--- config.mk ---
export PLATFORM = sky130hd
export DESIGN_NAME = npc_sequencer
export DESIGN_NICKNAME = d
export VERILOG_FILES = /design/src/rtl/npc_sequencer.sv
export SDC_FILE = /design/constraint.sdc
export NUM_CORES = 1
export LEC_CHECK = 0
export ABC_AREA = 1
export BUFFER_PORTS_ARGS = -buffer_cell sky130_fd_sc_hd__buf_2
export CAP_MARGIN = 20
export CORE_MARGIN = 10
export CORE_UTILIZATION = 55
export CTS_CLUSTER_DIAMETER = 30
export DETAILED_ROUTE_END_ITERATION = 8
export GPL_TIMING_DRIVEN = 0
export PLACE_DENSITY_LB_ADDON = 0.12
export SYNTH_ARGS = -nofsm -noshare
export SYNTH_HDL_FRONTEND = slang
export SYNTH_SLANG_ARGS = --single-unit
--- constraint.sdc ---
create_clock -name clk -period 3.46 [get_ports clk]
set_clock_uncertainty 0.1 [all_clocks]
set_input_delay 0.173 -clock clk [delete_from_list [all_inputs] [get_ports clk]]
set_output_delay 0.173 -clock clk [all_outputs]
set_load 0.05 [all_outputs]
--- src/rtl/npc_sequencer.sv ---
// npc_sequencer
// Instruction-fetch sequencer. Owns the program counter, drives instruction
// memory through a req/ack handshake, and hands one instruction at a time to
// decode through a valid/ready handshake. Arbitrates between sequential fetch,
// control-flow redirects from execute and exceptions (exception wins).
//
// Ports:
//   clk          clock, all state updates on the rising edge
//   PcReSet      synchronous active-high reset
//   imem_req     fetch request to instruction memory
//   imem_addr    fetch address (the current pc)
//   imem_ack     memory accepted the request, imem_rdata valid this cycle
//   imem_rdata   fetched word
//   inst_valid   inst/inst_pc valid for decode
//   inst         fetched instruction
//   inst_pc      address of inst
//   inst_ready   decode consumes inst this cycle
//   redir_valid  control-flow redirect from execute
//   NPCOp        redirect kind: 00 refetch, 01 jr, 10 j, 11 branch
//   Adress       jr target / j index [25:0] / branch offset [15:0]
//   redir_pc     PC of the redirecting instruction
//   exc_valid    exception, overrides a redirect on the same edge
//   pc           current fetch PC

module npc_sequencer #(
    parameter logic [31:0] RESET_PC   = 32'h0040_0000,
    parameter logic [31:0] EXC_VECTOR = 32'h8000_0180
) (
    input  logic        clk,
    input  logic        PcReSet,
    output logic        imem_req,
    output logic [31:0] imem_addr,
    input  logic        imem_ack,
    input  logic [31:0] imem_rdata,
    output logic        inst_valid,
    output logic [31:0] inst,
    output logic [31:0] inst_pc,
    input  logic        inst_ready,
    input  logic        redir_valid,
    input  logic [1:0]  NPCOp,
    input  logic [31:0] Adress,
    input  logic [31:0] redir_pc,
    input  logic        exc_valid,
    output logic [31:0] pc
);

    typedef enum logic [1:0] {
        IDLE  = 2'b00,
        REQ   = 2'b01,
        VALID = 2'b10,
        DRAIN = 2'b11
    } state_t;

    state_t      state;
    logic [31:0] pending;
    logic        pending_exc;

    logic [31:0] link_pc;
    logic [31:0] branch_off;
    logic [31:0] redir_target;
    logic [31:0] target;
    logic        take;
    logic        drain_update;
    logic [31:0] pending_next;
    logic        pending_exc_next;

    // The address presented to memory is always the fetch pc. While a
    // request is waiting for its ack the pc only moves when the ack arrives,
    // which keeps the address stable across wait states.
    assign imem_addr = pc;

    // Target selection for redirects and exceptions. An exception overrides
    // any redirect on the same edge. Inside DRAIN a newer redirect replaces
    // the pending target, except that a plain redirect may never displace a
    // pending exception target. The merged value is also what gets loaded
    // if the outstanding ack lands on the same edge as a new redirect.
    always_comb begin
        link_pc    = redir_pc + 32'd4;
        branch_off = {{14{Adress[15]}}, Adress[15:0], 2'b00};
        case (NPCOp)
            2'b00:   redir_target = link_pc;
            2'b01:   redir_target = Adress;
            2'b10:   redir_target = {link_pc[31:28], Adress[25:0], 2'b00};
            default: redir_target = link_pc + branch_off;
        endcase
        target           = exc_valid ? EXC_VECTOR : redir_target;
        take             = exc_valid | redir_valid;
        drain_update     = exc_valid | (redir_valid & ~pending_exc);
        pending_next     = drain_update ? target : pending;
        pending_exc_next = pending_exc | exc_valid;
    end

    // Fetch state machine. All outputs are registers updated alongside the
    // state so that imem_req and inst_valid never depend on inputs
    // combinationally. Reset wins over everything and simply abandons any
    // outstanding memory request.
    always_ff @(posedge clk) begin
        if (PcReSet) begin
            state       <= IDLE;
            pc          <= RESET_PC;
            imem_req    <= 1'b0;
            inst_valid  <= 1'b0;
            inst        <= 32'd0;
            inst_pc     <= RESET_PC;
            pending     <= 32'd0;
            pending_exc <= 1'b0;
        end else begin
            case (state)
                IDLE: begin
                    if (take) begin
                        pc <= target;
                    end
                    imem_req <= 1'b1;
                    state    <= REQ;
                end

                REQ: begin
                    if (imem_ack) begin
                        if (take) begin
                            pc <= target;
                        end else begin
                            inst       <= imem_rdata;
                            inst_pc    <= pc;
                            imem_req   <= 1'b0;
                            inst_valid <= 1'b1;
                            state      <= VALID;
                        end
                    end else if (take) begin
                        pending     <= target;
                        pending_exc <= exc_valid;
                        state       <= DRAIN;
                    end
                end

                DRAIN: begin
                    pending <= pending_next;
                    if (imem_ack) begin
                        pc          <= pending_next;
                        pending_exc <= 1'b0;
                        state       <= REQ;
                    end else begin
                        pending_exc <= pending_exc_next;
                    end
                end

                VALID: begin
                    if (take) begin
                        pc         <= target;
                        inst_valid <= 1'b0;
                        imem_req   <= 1'b1;
                        state      <= REQ;
                    end else if (inst_ready) begin
                        pc         <= pc + 32'd4;
                        inst_valid <= 1'b0;
                        imem_req   <= 1'b1;
                        state      <= REQ;
                    end
                end
            endcase
        end
    end

endmodule

==> metrics, run 1 <==
M3 GR Usage=0.0960; status=complete, but fails checks; Synth area leader=dfxtp_1; Clock Path Buffers=2; Distinct cells, synth=48; largest net degree at the start of global routing=23; CTS root buf=clkbuf_16; maximum VDD drop=0.398 mV; Mapped Avg Cell Area=6.08 um^2; WP buf/inv=4; Area growth, synth to finish=22.7%; vias in the first global route=13000; crit path launch=redir_pc[2]; HP Start=imem_ack; Sw Ratio=0.408; CP Launch Type=input pin; Final Power=5.40 mW; antenna cells=0; post-CTS setup buffers=0; Seq/Total Area, Yosys=0.249; Core Region=0.0189 mm^2; DRT iter0 DRCs=1738; first-pass GRT wire length=69500 um; Yosys reg bits=133; CP required=3.65 ns; Final Wtd Congestion=1.05; Post-Syn Nets=1899; clock sink total=133; Die Area=0.0254 mm^2; placed cell area=0.0122 mm^2; nets=2183; initial antenna violation count=0; routed wire length per instance=19.5 um; clock share of power=0.334; Synth Flop Type=dfxtp_1; layout cells sized above 1=0.200; Slowest-stage cell, CP=o21ai_0; GR Overflow Total=0; Syn Inst Count=1758; f_max=317 MHz; count leader, synth=nand2_1; number of nets with antenna violations after routing=0; post-route cell area=0.0131 mm^2; DP Wirelength=34900 um; Max FO, Critical Path=5; Crit path top cell by count=nand2_1; Synth Cell Area=0.0107 mm^2; worst skew pair latency=0.43 ns; GR Util met1=0.431; sequential share of power=0.326; via count=13700; CTS tree=yes; min Tclk post-route=3.16 ns; first-pass detailed-route iteration total=8; total track usage=0.335; max incr delay on CP=0.40 ns; max cap viols=0; port buffer count=231; number of remaining DRC errors=2; Post-synth ARST share=0; Die X=159 um; worst reg2reg startpoint=state[1]; H-tree depth=4; # setup viols final=0; number of synthesized flops with an enable pin=0; Synth top area share=0.249; synth top area cells=dfxtp_1, nand2_1, o21ai_0, nor2_1, inv_1; power per standard cell area=412 mW/mm^2; Worst Setup End Kind=flop; LEAKAGE=6.68 nW; Synth Warn #=0; crit path DAT=3.35 ns; Comb power frac=0.340; FP Rows=50; worst slew pin tran=0.789 ns; Routed WL=45100 um; Num CTS Buffers=17; failing checks=DRC; Final Util=0.695; Fin Setup TNS=0 ns; max_slew headroom=0.471; top cells by count, synth=nand2_1, o21ai_0, nor2_1, inv_1, dfxtp_1; Worst path top cell family by delay=simple AND/OR/NAND/NOR gates; min-delay worst type=in2reg; Internal=3.20 mW; Slew Viols, Final=0; final worst-path cycle share=0.912; gr busiest metal=met2; CP Cell Sequence=buf_2 -> ha_1 -> nand2_2 -> nor2_4 -> nand2_2 -> inv_2 -> nand2_2 -> nor2_2 -> xor2_1 -> inv_1 -> ha_1 -> nand2_1 -> o21ai_0 -> nand2_1 -> nand2_1 -> inv_1 -> nand4_1 -> nand3_1 -> nand2_1 -> nand2_1 -> a21oi_1 -> nand2_1 -> nand2_1 -> nand2_1; Crit Path Category=in2reg; die height=159 um; vias per cell=5.93; M2 GR Usage=0.527; Fin. Hold Viols=0; I/O pin count=234; Clock transition at path regs=0.06 ns; Initial Util=0.566; Net Switching=2.20 mW; unrepaired setup endpoints after global routing=no
## final cells by class
cell class / count / area (um^2)
timing repair buffer: 265 / 1500
fill: 1700 / 5770
tap: 260 / 325
buffer: 103 / 631
multi-input combinational: 1317 / 6660
clock inverter: 14 / 140
sequential: 133 / 2660
clock buffer: 18 / 439
inverter: 205 / 769
## what timing repair did
action                                 CTS  global route
resized for setup                        0             6
hold buffers                            34             0
endpoints found under the hold margin   36             0
setup endpoints to repair                0             5
## worst reg2reg max path, delay by kind of cell (launching register included)
kind	cells	cell delay [ns]
flops	1	0.30
simple gates	6	0.68
compound gates	1	0.16
buf+inv	6	1.35
## final timing paths
check / endpoint / slack, ns / depth (start not counted)
hold reg to reg: inst_valid / 0.38 / 2
setup reg to reg: imem_addr[25] / 0.81 / 13
setup / recovery: imem_addr[22] / 0.30 / 24
hold / removal: state[1] / 0.09 / 5
## cell usage in the layout, fill, tap and decap left out, types with 19 or more instances in the layout
cell and instances:
a21oi_1 118, a31oi_1 28, buf_2 255, buf_4 35
clkbuf_1 33, dfxtp_1 133, dlygate4sd3_1 34, ha_1 36
inv_1 187, nand2_1 374, nand3_1 116, nand4_1 19
nor2_1 218, nor3_1 27, o21ai_0 223
## registers in the layout, summed over array words and instances, names as in the netlist
name,cells
imem_req,1
inst_valid,1
state,2
pending,32
inst,32
imem_addr,32
inst_pc,32
pending_exc,1
## metal layers
metal	share of wire	vias up	wire [um]
li1	-	6356	-
met1	0.40	6317	18200
met2	0.44	898	19900
met3	0.12	145	5610
met4	0.030	2	1340
met5	0.00075	-	34
## logic make-up (layout without fill, tap and decap cells)
family	Yosys count	in the layout	share of synthesized area
AO/OA/AOI/OAI	441	441	0.228
XOR/XNOR	22	22	0.0187
adder cells (fa/ha/maj)	37	37	0.0440
buffers and inverters	308	605	0.131
flip-flops	133	133	0.249
AND/OR/NAND/NOR	817	817	0.330
## power groups by stage
stage | clock network [mW] | registers [mW] | logic (mW)
final | 1.80 | 1.76 | 1.83
after global routing | 1.86 | 1.77 | 1.97
after CTS | 1.78 | 1.75 | 1.78
after detailed placement | 0 | 1.78 | 1.74
after global placement | 0 | 1.78 | 1.71
after floorplan | 0 | 1.99 | 0.999
## stage by stage
stage               hold slack [ns]  cells  setup WS [ns]
finish                       0.0861   2315          0.303
global route                  0.110   2315        0.00387
CTS                          0.0697   2315          0.268
detailed placement            0.302   2249         -0.157
global placement              0.295   2249         -0.175
floorplan                     0.142   1758          0.691
(Power assumes the default switching activity.)
==> run 2, diff against run 1 <==
--- a/config.mk
+++ b/config.mk
@@ -5,11 +5,10 @@
 export SDC_FILE = /design/constraint.sdc
 export NUM_CORES = 1
 export LEC_CHECK = 0
-export ABC_AREA = 1
 export BUFFER_PORTS_ARGS = -buffer_cell sky130_fd_sc_hd__buf_2
 export CAP_MARGIN = 20
 export CORE_MARGIN = 10
-export CORE_UTILIZATION = 55
+export CORE_UTILIZATION = 54
 export CTS_CLUSTER_DIAMETER = 30
 export DETAILED_ROUTE_END_ITERATION = 8
 export GPL_TIMING_DRIVEN = 0
==> constraint.sdc (replaced) <==
create_clock -name clk -period 3.46 [get_ports clk]
set_clock_uncertainty 0.1 [all_clocks]
set_input_delay 0.346 -clock clk [delete_from_list [all_inputs] [get_ports clk]]
set_output_delay 0.346 -clock clk [all_outputs]
set_load 0.05 [all_outputs]
==> run 2 against run 1 <==
The run ends with setup timing left. Largest cell class unchanged. Non-clock buffer count is 9 lower. Sequential share of layout area rose by 2.2 points. Count of clock-buffer cells in the layout stayed put. Critical path depth shrank 8.
==> metrics, run 2 <==
status=complete, but fails checks; failing checks=setup timing; Internal=3.14 mW (-1.7%); Final Power=4.95 mW (-8.3%); DP Wirelength=25800 um (-26%); worst slew pin tran=0.973 ns (+0.184 ns); Synth Flop Type=dfxtp_1; Clock Path Buffers=2 (unchanged); Fin Setup TNS=-0.0707 ns (-0.0707 ns); largest net degree at the start of global routing=24 (+4.3%); # setup viols final=3 (+3); die height=149 um (-6.4%); LEAKAGE=5.05 nW (-24%); number of nets with antenna violations after routing=0 (unchanged); Num CTS Buffers=17 (unchanged); # hold bufs at CTS=0 (-100%); Slew Viols, Final=0 (unchanged); H-tree depth=4 (unchanged); initial antenna violation count=0 (unchanged); Post-Syn Nets=1332 (-30%); Synth Cell Area=0.00901 mm^2 (-16%); CTS root buf=clkbuf_16; most common cell after layout, fill and taps aside=buf_2; GR Overflow Total=0 (unchanged); sequential share of power=0.344 (+0.018); Clock transition at path regs=0.06 ns (about the same); Synth top area share=0.296 (+0.0466); CP Cell Sequence=buf_2 -> nand3_4 -> or3_4 -> nor3_4 -> xor2_2 -> buf_4 -> ha_1 -> nand2_1 -> a21oi_2 -> nand3_2 -> a31o_4 -> and3_4 -> o41ai_4 -> mux2i_2 -> nand3_2 -> a211oi_2; Final Util=0.720 (+0.0254); Die Area=0.0222 mm^2 (-12%); antenna cells=0 (unchanged); first-pass detailed-route iteration total=7 (-1); Slowest-stage cell, CP=or3_4; Seq/Total Area, Yosys=0.296 (+0.0466); synth top area cells=dfxtp_1, nand2_1, a21oi_1, ha_1, nor2_1; power per standard cell area=418 mW/mm^2 (+1.5%); min-delay worst type=in2reg; max_slew headroom=0.351 (-0.119); number of remaining DRC errors=0 (-2); Comb power frac=0.311 (-0.029); Post-Synth XOR/XNOR Area=0.0681 (+0.0493); min Tclk post-route=3.49 ns (+0.338 ns); Crit path top cell by count=nand3_2; CTS tree=yes; first-pass GRT wire length=50800 um (-27%); Post-synth ARST share=0 (unchanged); via count=10200 (-26%); Worst path top cell family by delay=simple AND/OR/NAND/NOR gates; Synth Area in Simple Gates=0.236 (-0.0939); number of synthesized flops with an enable pin=0 (unchanged); Synth area leader=dfxtp_1; Post-Synth Adder-Cell Area=0.0522 (+0.00823); clock sink total=133 (unchanged); layout cells sized above 1=0.301 (+0.101); final worst-path cycle share=1.01 (+0.0977); Core Region=0.0165 mm^2 (-13%); worst skew pair latency=0.42 ns (about the same); f_max=286 MHz (-9.7%); Worst Setup End Kind=flop; Crit Path Category=in2reg; DRT iter0 DRCs=803 (-54%); Net Switching=1.81 mW (-18%); vias in the first global route=9500 (-27%); Max FO, Critical Path=4 (-1); clock share of power=0.345 (+0.011); Syn Inst Count=1191 (-32%); Die X=149 um (-6.4%); largest family of logic cells by synthesized area=simple AND/OR/NAND/NOR gates; count leader, synth=nand2_1; top cells by count, synth=nand2_1, a21oi_1, dfxtp_1, nor2_1, o21ai_0; Synth Warn #=0 (unchanged); unrepaired setup endpoints after global routing=yes; crit path DAT=3.73 ns (+0.38 ns); CP required=3.70 ns (+0.05 ns); FP Rows=47 (-6.0%); Initial Util=0.547 (-0.0189); total track usage=0.281 (-0.0534); vias per cell=5.97 (+0.69%); Final Wtd Congestion=0.942 (-9.9%); hold_ws=0.0564 ns (-0.0296 ns); Yosys reg bits=133 (unchanged); post-synthesis compound-gate area fraction=0.225 (-0.00226); CP Launch Type=input pin; WP buf/inv=2 (-2); Mapped Avg Cell Area=7.56 um^2 (+24%); final worst slack=-0.0347 ns (-0.338 ns); most frequent cells in the layout=buf_2, nand2_1, a21oi_1; Routed WL=34400 um (-24%); mux cell area share after synthesis=0.0558 (+0.0558); max cap viols=0 (unchanged); nets=1611 (-26%); fillcell total=1381 (-19%); maximum VDD drop=0.265 mV (-34%); I/O pin count=234 (unchanged); port buffer count=232 (+0.43%); routed wire length per instance=20.2 um (+3.5%); Area growth, synth to finish=31.6%; max incr delay on CP=0.47 ns (+0.07 ns); Fin. Hold Viols=0 (unchanged); Distinct cells, synth=69 (+44%); Sw Ratio=0.365 (-0.0431)
==> run 2: cell count changes after synthesis, sizes merged, moves of 15 or more <==
cell	before	now
a211oi	1	16
a21oi	125	146
a31oi	28	8
inv	203	25
mux4	0	16
nand2	389	216
nand3	119	42
nor2	242	102
o21ai	237	57
xnor2	4	34
xor2	18	36
==> run 2: cell families after synthesis <==
| group | Yosys count |
|---|---|
| AND/OR/NAND/NOR | 470 |
| multiplexers | 30 |
| AO/OA/AOI/OAI | 327 |
| flip-flops | 133 |
| adder cells (fa/ha/maj) | 37 |
| buffers and inverters | 124 |
| XOR/XNOR | 70 |
==> run 2: path summary, 6_finish.rpt <==
check / cells past startpoint / start / to / slack, ns
min: 3 / imem_rdata[30] / inst[30] / 0.06
max: 16 / redir_pc[10] / imem_addr[28] / -0.03
min reg2reg: 2 / pending[16] / pending[16] / 0.34
max reg2reg: 10 / imem_addr[2] / imem_addr[26] / 0.43
==> run 2: per-layer routing <==
metal,vias up,global-route usage,routed length (um)
met5,-,0,0
met4,0,0.0986,1230
met3,94,0.0479,3170
met2,533,0.475,16300
met1,4762,0.354,13600
li1,4772,-,-
==> run 2: layout make-up <==
type,instances,area [um^2],area share
multi-input cells,934,6310,0.532
flip-flops and latches,133,2660,0.225
repair buffers,260,1440,0.121
well taps,220,275,0.0232
clock buffers,18,429,0.0362
plain buffers,99,523,0.0441
clock inverters,14,129,0.0109
inverters,25,93.8,0.00792
==> run 2: timing repair <==
| action | CTS | global route |
|---|---|---|
| buffers inserted | 13 | 15 |
| resized for setup | 37 | 96 |
| setup endpoints to repair | 30 | 34 |
| pin swaps | 15 | 42 |
==> run 2: worst min-delay path, stage by stage <==
cell	delay (ns)
buf_2	0.09
nand2_1	0.04
a21oi_1	0.05
==> run 2: power groups by stage <==
stage	Sequential [mW]	Clock [mW]	Combinational (mW)
2_1_floorplan	1.87	0	0.823
3_3_place_gp	1.73	0	1.36
3_5_place_dp	1.73	0	1.37
4_1_cts	1.70	1.70	1.42
5_1_grt	1.71	1.78	1.64
6_report	1.70	1.71	1.54
==> run 2: through the flow <==
step	setup WS (ns)	area [um^2]	cells
final	-0.0347	11900	1703
after global routing	-0.194	11900	1703
after CTS	-0.0190	11300	1688
after detailed placement	-0.993	10400	1643
after global placement	-0.976	10400	1643
after floorplan	0.00500	9010	1191
